==> src/rtl/pc_stack_unit_if.sv <==
// Sequencer-side bus of pc_stack_unit: command/data inputs and PC/stack status outputs.
interface pc_stack_unit_if #(
    parameter int unsigned PC_W  = 8,
    parameter int unsigned LVL_W = 3
);
    logic              DONE;
    logic [2:0]        HAB;
    logic [PC_W-1:0]   RX_DATO;
    logic              ERR_CLR;
    logic [PC_W-1:0]   PC_VAL;
    logic [LVL_W-1:0]  STK_LVL;
    logic              STK_FULL;
    logic              STK_EMPTY;
    logic              STK_ERR;

    modport master (
        output DONE, HAB, RX_DATO, ERR_CLR,
        input  PC_VAL, STK_LVL, STK_FULL, STK_EMPTY, STK_ERR
    );

    modport slave (
        input  DONE, HAB, RX_DATO, ERR_CLR,
        output PC_VAL, STK_LVL, STK_FULL, STK_EMPTY, STK_ERR
    );
endinterface

==> src/rtl/pc_stack_unit.sv <==
// Program counter with load, relative branch, hold and optional call/return stack.
// Define PC_STACK_EN to build the return-address stack; otherwise call acts as a load.
module pc_stack_unit #(
    parameter int unsigned PC_W        = 8,
    parameter int unsigned STACK_DEPTH = 4,
    parameter int unsigned LVL_W       = $clog2(STACK_DEPTH) + 1
) (
    input  logic               clk,
    input  logic               reset,
    pc_stack_unit_if.slave     bus
);
    localparam logic [2:0] CMD_HOLD  = 3'b001;
    localparam logic [2:0] CMD_LD0   = 3'b010;
    localparam logic [2:0] CMD_LD1   = 3'b011;
    localparam logic [2:0] CMD_CALL  = 3'b100;
    localparam logic [2:0] CMD_RET   = 3'b101;
    localparam logic [2:0] CMD_REL   = 3'b110;

    logic [PC_W-1:0] pc_q, pc_d;
    logic [PC_W-1:0] pc_inc;

    assign pc_inc     = pc_q + PC_W'(1);
    assign bus.PC_VAL = pc_q;

`ifdef PC_STACK_EN
    localparam int unsigned IDX_W = $clog2(STACK_DEPTH);

    logic [PC_W-1:0]  stk_q [STACK_DEPTH];
    logic [LVL_W-1:0] lvl_q, lvl_d;
    logic             full_q, full_d;
    logic             empty_q, empty_d;
    logic             err_q, err_d;
    logic             err_set;
    logic             push;
    logic [IDX_W-1:0] push_idx;
    logic [IDX_W-1:0] top_idx;

    // push_idx is only used when not full, so truncation never aliases
    assign push_idx = IDX_W'(lvl_q);
    assign top_idx  = IDX_W'(lvl_q - LVL_W'(1));

    // Command decode; a command in 001..110 masks DONE
    always_comb begin
        pc_d    = pc_q;
        lvl_d   = lvl_q;
        err_set = 1'b0;
        push    = 1'b0;
        case (bus.HAB)
            CMD_HOLD: ;
            CMD_LD0, CMD_LD1: pc_d = bus.RX_DATO;
            CMD_CALL: begin
                if (!full_q) begin
                    push  = 1'b1;
                    pc_d  = bus.RX_DATO;
                    lvl_d = lvl_q + LVL_W'(1);
                end else begin
                    err_set = 1'b1;
                end
            end
            CMD_RET: begin
                if (!empty_q) begin
                    pc_d  = stk_q[top_idx];
                    lvl_d = lvl_q - LVL_W'(1);
                end else begin
                    err_set = 1'b1;
                end
            end
            CMD_REL: pc_d = pc_q + bus.RX_DATO;
            default: if (bus.DONE) pc_d = pc_inc;
        endcase
        err_d   = err_set | (err_q & ~bus.ERR_CLR);
        full_d  = (lvl_d == LVL_W'(STACK_DEPTH));
        empty_d = (lvl_d == '0);
    end

    always_ff @(posedge clk) begin
        if (reset) begin
            pc_q    <= '0;
            lvl_q   <= '0;
            full_q  <= 1'b0;
            empty_q <= 1'b1;
            err_q   <= 1'b0;
        end else begin
            pc_q    <= pc_d;
            lvl_q   <= lvl_d;
            full_q  <= full_d;
            empty_q <= empty_d;
            err_q   <= err_d;
        end
    end

    // Return-address storage is intentionally not reset
    always_ff @(posedge clk) begin
        if (push && !reset) begin
            stk_q[push_idx] <= pc_inc;
        end
    end

    assign bus.STK_LVL   = lvl_q;
    assign bus.STK_FULL  = full_q;
    assign bus.STK_EMPTY = empty_q;
    assign bus.STK_ERR   = err_q;
`else
    logic unused_cfg;

    // Call degenerates to an absolute load, return to a no-op
    always_comb begin
        pc_d = pc_q;
        case (bus.HAB)
            CMD_HOLD, CMD_RET: ;
            CMD_LD0, CMD_LD1, CMD_CALL: pc_d = bus.RX_DATO;
            CMD_REL: pc_d = pc_q + bus.RX_DATO;
            default: if (bus.DONE) pc_d = pc_inc;
        endcase
    end

    always_ff @(posedge clk) begin
        if (reset) begin
            pc_q <= '0;
        end else begin
            pc_q <= pc_d;
        end
    end

    assign unused_cfg    = ^{bus.ERR_CLR, LVL_W'(STACK_DEPTH)};
    assign bus.STK_LVL   = LVL_W'(0);
    assign bus.STK_FULL  = 1'b0;
    assign bus.STK_EMPTY = 1'b1;
    assign bus.STK_ERR   = 1'b0;
`endif
endmodule

==> src/flat_wrapper.sv <==
// flat-port wrapper written by rule: the top's interface ports become plain ports
module pc_stack_unit_flat 
#(
    parameter int unsigned PC_W        = 8,
    parameter int unsigned STACK_DEPTH = 4,
    parameter int unsigned LVL_W       = $clog2(STACK_DEPTH) + 1
)
  (clk, reset, bus_DONE, bus_HAB, bus_RX_DATO, bus_ERR_CLR, bus_PC_VAL, bus_STK_LVL, bus_STK_FULL, bus_STK_EMPTY, bus_STK_ERR);
  pc_stack_unit_if #(.PC_W(PC_W), .LVL_W(LVL_W)) bus_i ();
  input  logic clk;
  input  logic reset;
  input wire logic [$bits(bus_i.DONE)-1:0] bus_DONE;
  input wire logic [$bits(bus_i.HAB)-1:0] bus_HAB;
  input wire logic [$bits(bus_i.RX_DATO)-1:0] bus_RX_DATO;
  input wire logic [$bits(bus_i.ERR_CLR)-1:0] bus_ERR_CLR;
  output wire logic [$bits(bus_i.PC_VAL)-1:0] bus_PC_VAL;
  output wire logic [$bits(bus_i.STK_LVL)-1:0] bus_STK_LVL;
  output wire logic [$bits(bus_i.STK_FULL)-1:0] bus_STK_FULL;
  output wire logic [$bits(bus_i.STK_EMPTY)-1:0] bus_STK_EMPTY;
  output wire logic [$bits(bus_i.STK_ERR)-1:0] bus_STK_ERR;
  assign bus_i.DONE = bus_DONE;
  assign bus_i.HAB = bus_HAB;
  assign bus_i.RX_DATO = bus_RX_DATO;
  assign bus_i.ERR_CLR = bus_ERR_CLR;
  assign bus_PC_VAL = bus_i.PC_VAL;
  assign bus_STK_LVL = bus_i.STK_LVL;
  assign bus_STK_FULL = bus_i.STK_FULL;
  assign bus_STK_EMPTY = bus_i.STK_EMPTY;
  assign bus_STK_ERR = bus_i.STK_ERR;
  pc_stack_unit #(.PC_W(PC_W), .STACK_DEPTH(STACK_DEPTH), .LVL_W(LVL_W)) u_core (.clk(clk), .reset(reset), .bus(bus_i));
endmodule
==> config.mk <==
export PLATFORM = sky130hd
export DESIGN_NAME = pc_stack_unit_flat
export DESIGN_NICKNAME = d
export VERILOG_FILES = /design/src/rtl/pc_stack_unit_if.sv /design/src/rtl/pc_stack_unit.sv /design/src/flat_wrapper.sv
export SDC_FILE = /design/constraint.sdc
export NUM_CORES = 1
export LEC_CHECK = 0
export CAP_MARGIN = 10
export CORE_ASPECT_RATIO = 0.8
export CORE_MARGIN = 2
export CORE_UTILIZATION = 44
export DETAILED_ROUTE_END_ITERATION = 10
export GPL_TIMING_DRIVEN = 0
export PLACE_DENSITY_LB_ADDON = 0.25
export RECOVER_POWER = 100
export SLEW_MARGIN = 30
export SYNTH_ARGS = -nofsm -noshare
export SYNTH_HDL_FRONTEND = slang
export SYNTH_SLANG_ARGS = --single-unit
==> constraint.sdc <==
create_clock -name clk -period 2.7 [get_ports clk]
set_input_delay 0.54 -clock clk [delete_from_list [all_inputs] [get_ports clk]]
set_output_delay 0.54 -clock clk [all_outputs]
set_load 0.01 [all_outputs]
## Word-level counts from Yosys, hierarchy flattened

Index checks and enable logic that the tools add are counted.

| word-level totals | value |
|---|---|
| register bits after elaboration | 8 |
| bits of input ports | 15 |
| output and inout bits | 14 |
| logic and storage cells | 16 |

| cells by class | value |
|---|---|
| add/subtract/negate cells | 2 |
| equality and inequality tests | 6 |
| mux-type cells | 2 |
| bitwise gates (word level) | 1 |
| reduce and logical (&&, ||, !) cells | 4 |

Operator list:

| kind | count |
|---|---|
| one-hot mux 8 bit (3 select lines) | 1 |
| equality test 3 bit (second input constant) | 3 |
| adder 8 x 1 -> 8 bit (second input constant) | 1 |
| adder 8 bit | 1 |
| two-way mux 8 bit | 1 |
| equality test 3 x 2 -> 1 bit (second input constant) | 2 |
| equality test 3 x 1 -> 1 bit (second input constant) | 1 |
| nonzero test 3 bit | 1 |
| OR reduction 3 bit | 1 |
| AND reduction 2 bit | 1 |
| OR reduction 2 bit | 1 |
| NOT 1 bit | 1 |

## Depth between registers and ports, before layout

| depth | value |
|---|---|
| depth in word-level cells | 4 |
| mapped depth | 11 |
| gate-level depth less buffers | 10 |

## Least setup slack after synthesis

Ideal clock, no wire load.

| path | value |
|---|---|
| path kind | input port to flip-flop |
| from | in bus_HAB[0] |
| to | reg u_core.pc_q[6], in the netlist u_core.bus.PC_VAL[6] |
| library setup time | 0.120 ns |
| data arrival time | 2.222 ns |
| required time | 2.580 ns |
| path slack | 0.358 ns |
| cell stages on the path | 11 |
| path buffers | 1 |
| cells stage by stage | and3b_1 > buf_6 > or2b_1 > ha_1 > inv_1 > fa_1 > nor2b_4 > o31a_1 > o22ai_1 > mux2i_1 > a21oi_1 |

| between the ends | value |
|---|---|
| word-level cells in the longest chain between the ends | 4 |
| elaborated cells on any way between the ends | 12 |
| classes of those cells | eq/ne: 6; mux: 1; bitwise: 1; reduce/logical: 4 |

Ends and longest elaborated chain:

| what | line | text |
|---|---|---|
| start: declaration | flat_wrapper.sv:13 | `input wire logic [$bits(bus_i.HAB)-1:0] bus_HAB;` |
| equality test 3 x 2 -> 1 bit (tied with other cells) | pc_stack_unit.sv:109 | `case (bus.HAB)` |
| OR reduction 3 bit / OR reduction 2 bit (equally long branches) | - |  |
| nonzero test 3 bit (no source line) / NOT 1 bit (equally long branches) | - |  |
| AND reduction 2 bit (no source line) | - |  |
| end signal: assignment | pc_stack_unit.sv:121 | `pc_q <= pc_d;` |
| end: declaration | pc_stack_unit.sv:19 | `logic [PC_W-1:0] pc_q, pc_d;` |

Parallel ways exist; a longest one is shown, timed or not.
A chain may end at the register's enable or synchronous reset.

## Worst setup path in the final report

| path | value |
|---|---|
| from | in bus_HAB[1] |
| to | reg u_core.pc_q[4], in the netlist u_core.bus.PC_VAL[4] |

Same word-level chain as after synthesis.

==> impl_metrics.yaml <==
die:
  die_area_um2: 2232
  initial_core_util: 0.4859
  dieWidth_um: 52.33
  rows: 13
  ios: 29
  fp.dieH_um: 42.66
  placeableCoreArea_um2: 1692
timing:
  finClkSkew_ns: 0.003835
  hold_viol: 0
  rsz0062_at_grt: "false"
  fin_tns_setup_ns: 0
  finalCritPeriodShare: 0.9660
  drv_slew: 0
  setup_violations: 0
  fmax_mhz: 383.4
  period_needed_ns: 2.608
min_path:
  holdPathEnd: "u_core.bus.PC_VAL[2]$_SDFFE_PP0P_"
  min_from: "u_core.bus.PC_VAL[2]$_SDFFE_PP0P_"
  holdCritPathClass: "flip-flop to flip-flop"
  hold_path_depth: 2
clock_network:
  cts.path.max_buffers: 2
  clkSinkCount: 8
  insertion_delay_ns: 0.26
  clk_pin_slew_worst_paths_ns: 0.06
  cts_hold_buf: 0
  cts_max_level: 1
  cts_tree: "yes"
  cts-root-buf: "clkbuf_4"
  cts_made_buffers: 3
logic_synthesis:
  synth_common_cells: "a21oi_1, dfxtp_1, buf_4, ha_1, nand2_1"
  netlist_instances: 102
  ys_seq_elements: 8
  ys_seq_area_frac: 0.1948
  synth_cell_types: 37
  async_flop_share: 0
  syn_area_per_cell_um2: 8.059
  synthTopCellsByArea: "dfxtp_1, ha_1, buf_4"
  synth.top_cell.area_share: 0.1948
  yosysWarnings: 0
  synth_area_um2: 822.0
  ys.flop_type: "dfxtp_1"
  synth_area_leader_cell: "dfxtp_1"
  synth-edff-count: 0
layout:
  antenna_cells: 0
  design_area_um2: 1109
  drive_gt1_frac: 0.2154
  areaGrowthSynthToFinish_pct: 34.86
  largest_reg_flops: 8
  fin_nets: 155
worst_setup_path:
  r2r_cells: 8
  critPathMaxFanout: 8
  crit_type: "input port to flip-flop"
  r2r-end: "u_core.bus.PC_VAL[4]$_SDFFE_PP0P_"
  r2r_slack_ns: 0.91
  r2r_start: "u_core.bus.PC_VAL[0]$_SDFFE_PP0P_"
  start_kind: "input port"
  end_kind: "flip-flop"
  cp.required_ns: 2.89
  arrival_ns: 2.80
global_routing:
  grt_max_degree: 11
  grt_usage: 0.2154
  grt_pass1_vias: 833
  grt_pass1_wl_um: 3581
  globalRouteOverflowTotal: 0
  antenna_found_initial: 0
route:
  drt-wirelength-per-cell_um: 13.68
  drt_iter0_markers: 18
  wirelength_um: 2079
  ant_nets: 0
  drt-pass1-iter-count: 4
  num_vias: 810
  via_per_inst: 5.329
  route.detailed.drc: 0
placed_design:
  place_area_um2: 1075
  dp_hpwl_um: 1576
  portBuffers: 21
  place_congestion: 0.8915
outcome:
  status: "finished, final reports clean"
flow_run:
  drv_cap: 0
power:
  p_leak_nw: 0.5475
  p_per_area_nw_per_um2: 364.4
  worst_ir_drop_vdd_v: 0.0002769
per-layer routing:
layer  global-route usage  share of wire  vias to the layer above  wire [um]
met5                    0              0                        -          0
met4              0.03077         0.0029                        0          6
met3              0.06338          0.051                        2        105
met2               0.3900           0.51                       22       1069
met1               0.2522           0.43                      381        897
li1                     -              -                      405          -
cells in the final DEF, fill, tap and decap left out, types with 2 or more instances in the layout:
cell type and n:
xor2_1 2, clkdlybuf4s50_1 10, nor2_1 6, and2_2 5, mux2i_1 3, dlygate4sd3_1 8, ha_1 6, buf_4 7
conb_1 6, nand3_1 2, a21oi_1 8, a211oi_1 4, o21ai_0 6, a31oi_1 4, dfxtp_1 8, nand2_1 7
clkbuf_4 3, and3_1 3, inv_1 4, dlygate4sd2_1 2, nor3_1 3
critical path, cell delays in order:
cell           delay, ns
dlygate4sd2_1       0.30
and3b_1             0.20
buf_6               0.13
or2b_1              0.24
ha_2                0.19
inv_2               0.06
fa_2                0.23
nor2b_4             0.05
o31a_1              0.34
a211oi_1            0.27
a21oi_1             0.07
a21oi_1             0.17
stage by stage:
step	util	total power [mW]	worst slack [ns]	hold WS, ns	std cells
after global placement	0.6354	0.3019	-0.3331	0.5063	149
after CTS	0.6538	0.4099	0.01364	0.5340	152
after floorplan	-	0.2412	0.3577	0.5296	106
final	0.6553	0.4039	0.09173	0.5291	152
after global routing	0.6553	0.4332	0.03706	0.5776	152
after detailed placement	0.6354	0.3092	-0.4003	0.5235	149
how the worst max path moves through the flow:
stage          slack [ns]                                end       start  cells past startpoint
2_1_floorplan        0.36  u_core.bus.PC_VAL[6]$_SDFFE_PP0P_  bus_HAB[0]                     11
3_3_place_gp        -0.33  u_core.bus.PC_VAL[6]$_SDFFE_PP0P_  bus_HAB[1]                     12
3_5_place_dp        -0.40  u_core.bus.PC_VAL[6]$_SDFFE_PP0P_  bus_HAB[1]                     12
4_1_cts              0.01  u_core.bus.PC_VAL[6]$_SDFFE_PP0P_  bus_HAB[0]                     12
5_1_grt              0.04  u_core.bus.PC_VAL[4]$_SDFFE_PP0P_  bus_HAB[2]                     12
6_report             0.09  u_core.bus.PC_VAL[4]$_SDFFE_PP0P_  bus_HAB[1]                     12
area by class of cell:
class                           count  area [um^2]
Fill cell                         169        583.1
Multi-Input combinational cell     84        591.8
Sequential cell                     8        160.2
Inverter                            5        18.77
Tap cell                           22        27.53
Timing Repair Buffer               21        210.2
Buffer                              9        77.57
Clock buffer                        3        22.52
kinds of logic after synthesis:
| group | Yosys count | share of synthesized area |
|---|---|---|
| simple gates | 33 | 0.2253 |
| compound gates | 29 | 0.2207 |
| buf+inv | 14 | 0.1172 |
| fa+ha+maj | 8 | 0.1309 |
| flops | 8 | 0.1948 |
| xor+xnor | 4 | 0.05176 |
| mux | 4 | 0.05023 |
| other cells | 2 | 0.009136 |
where the power goes:
group	switching, mW	leakage [nW]	internal [mW]	total, mW
Sequential	0.0105	0.0663	0.131	0.141
Clock	0.0485	0.0138	0.0514	0.0999
Combinational	0.0782	0.467	0.0847	0.163
what timing repair did:
action | 4_1_cts | 5_1_grt
endpoints found under the setup margin | 2 | 2
gates resized for setup | 6 | 2
gates cloned | 0 | 0
pin swaps | 1 | 2
setup buffers | 0 | 0
hold endpoints to repair | 0 | 0
Power figures use the tool's default switching activity.
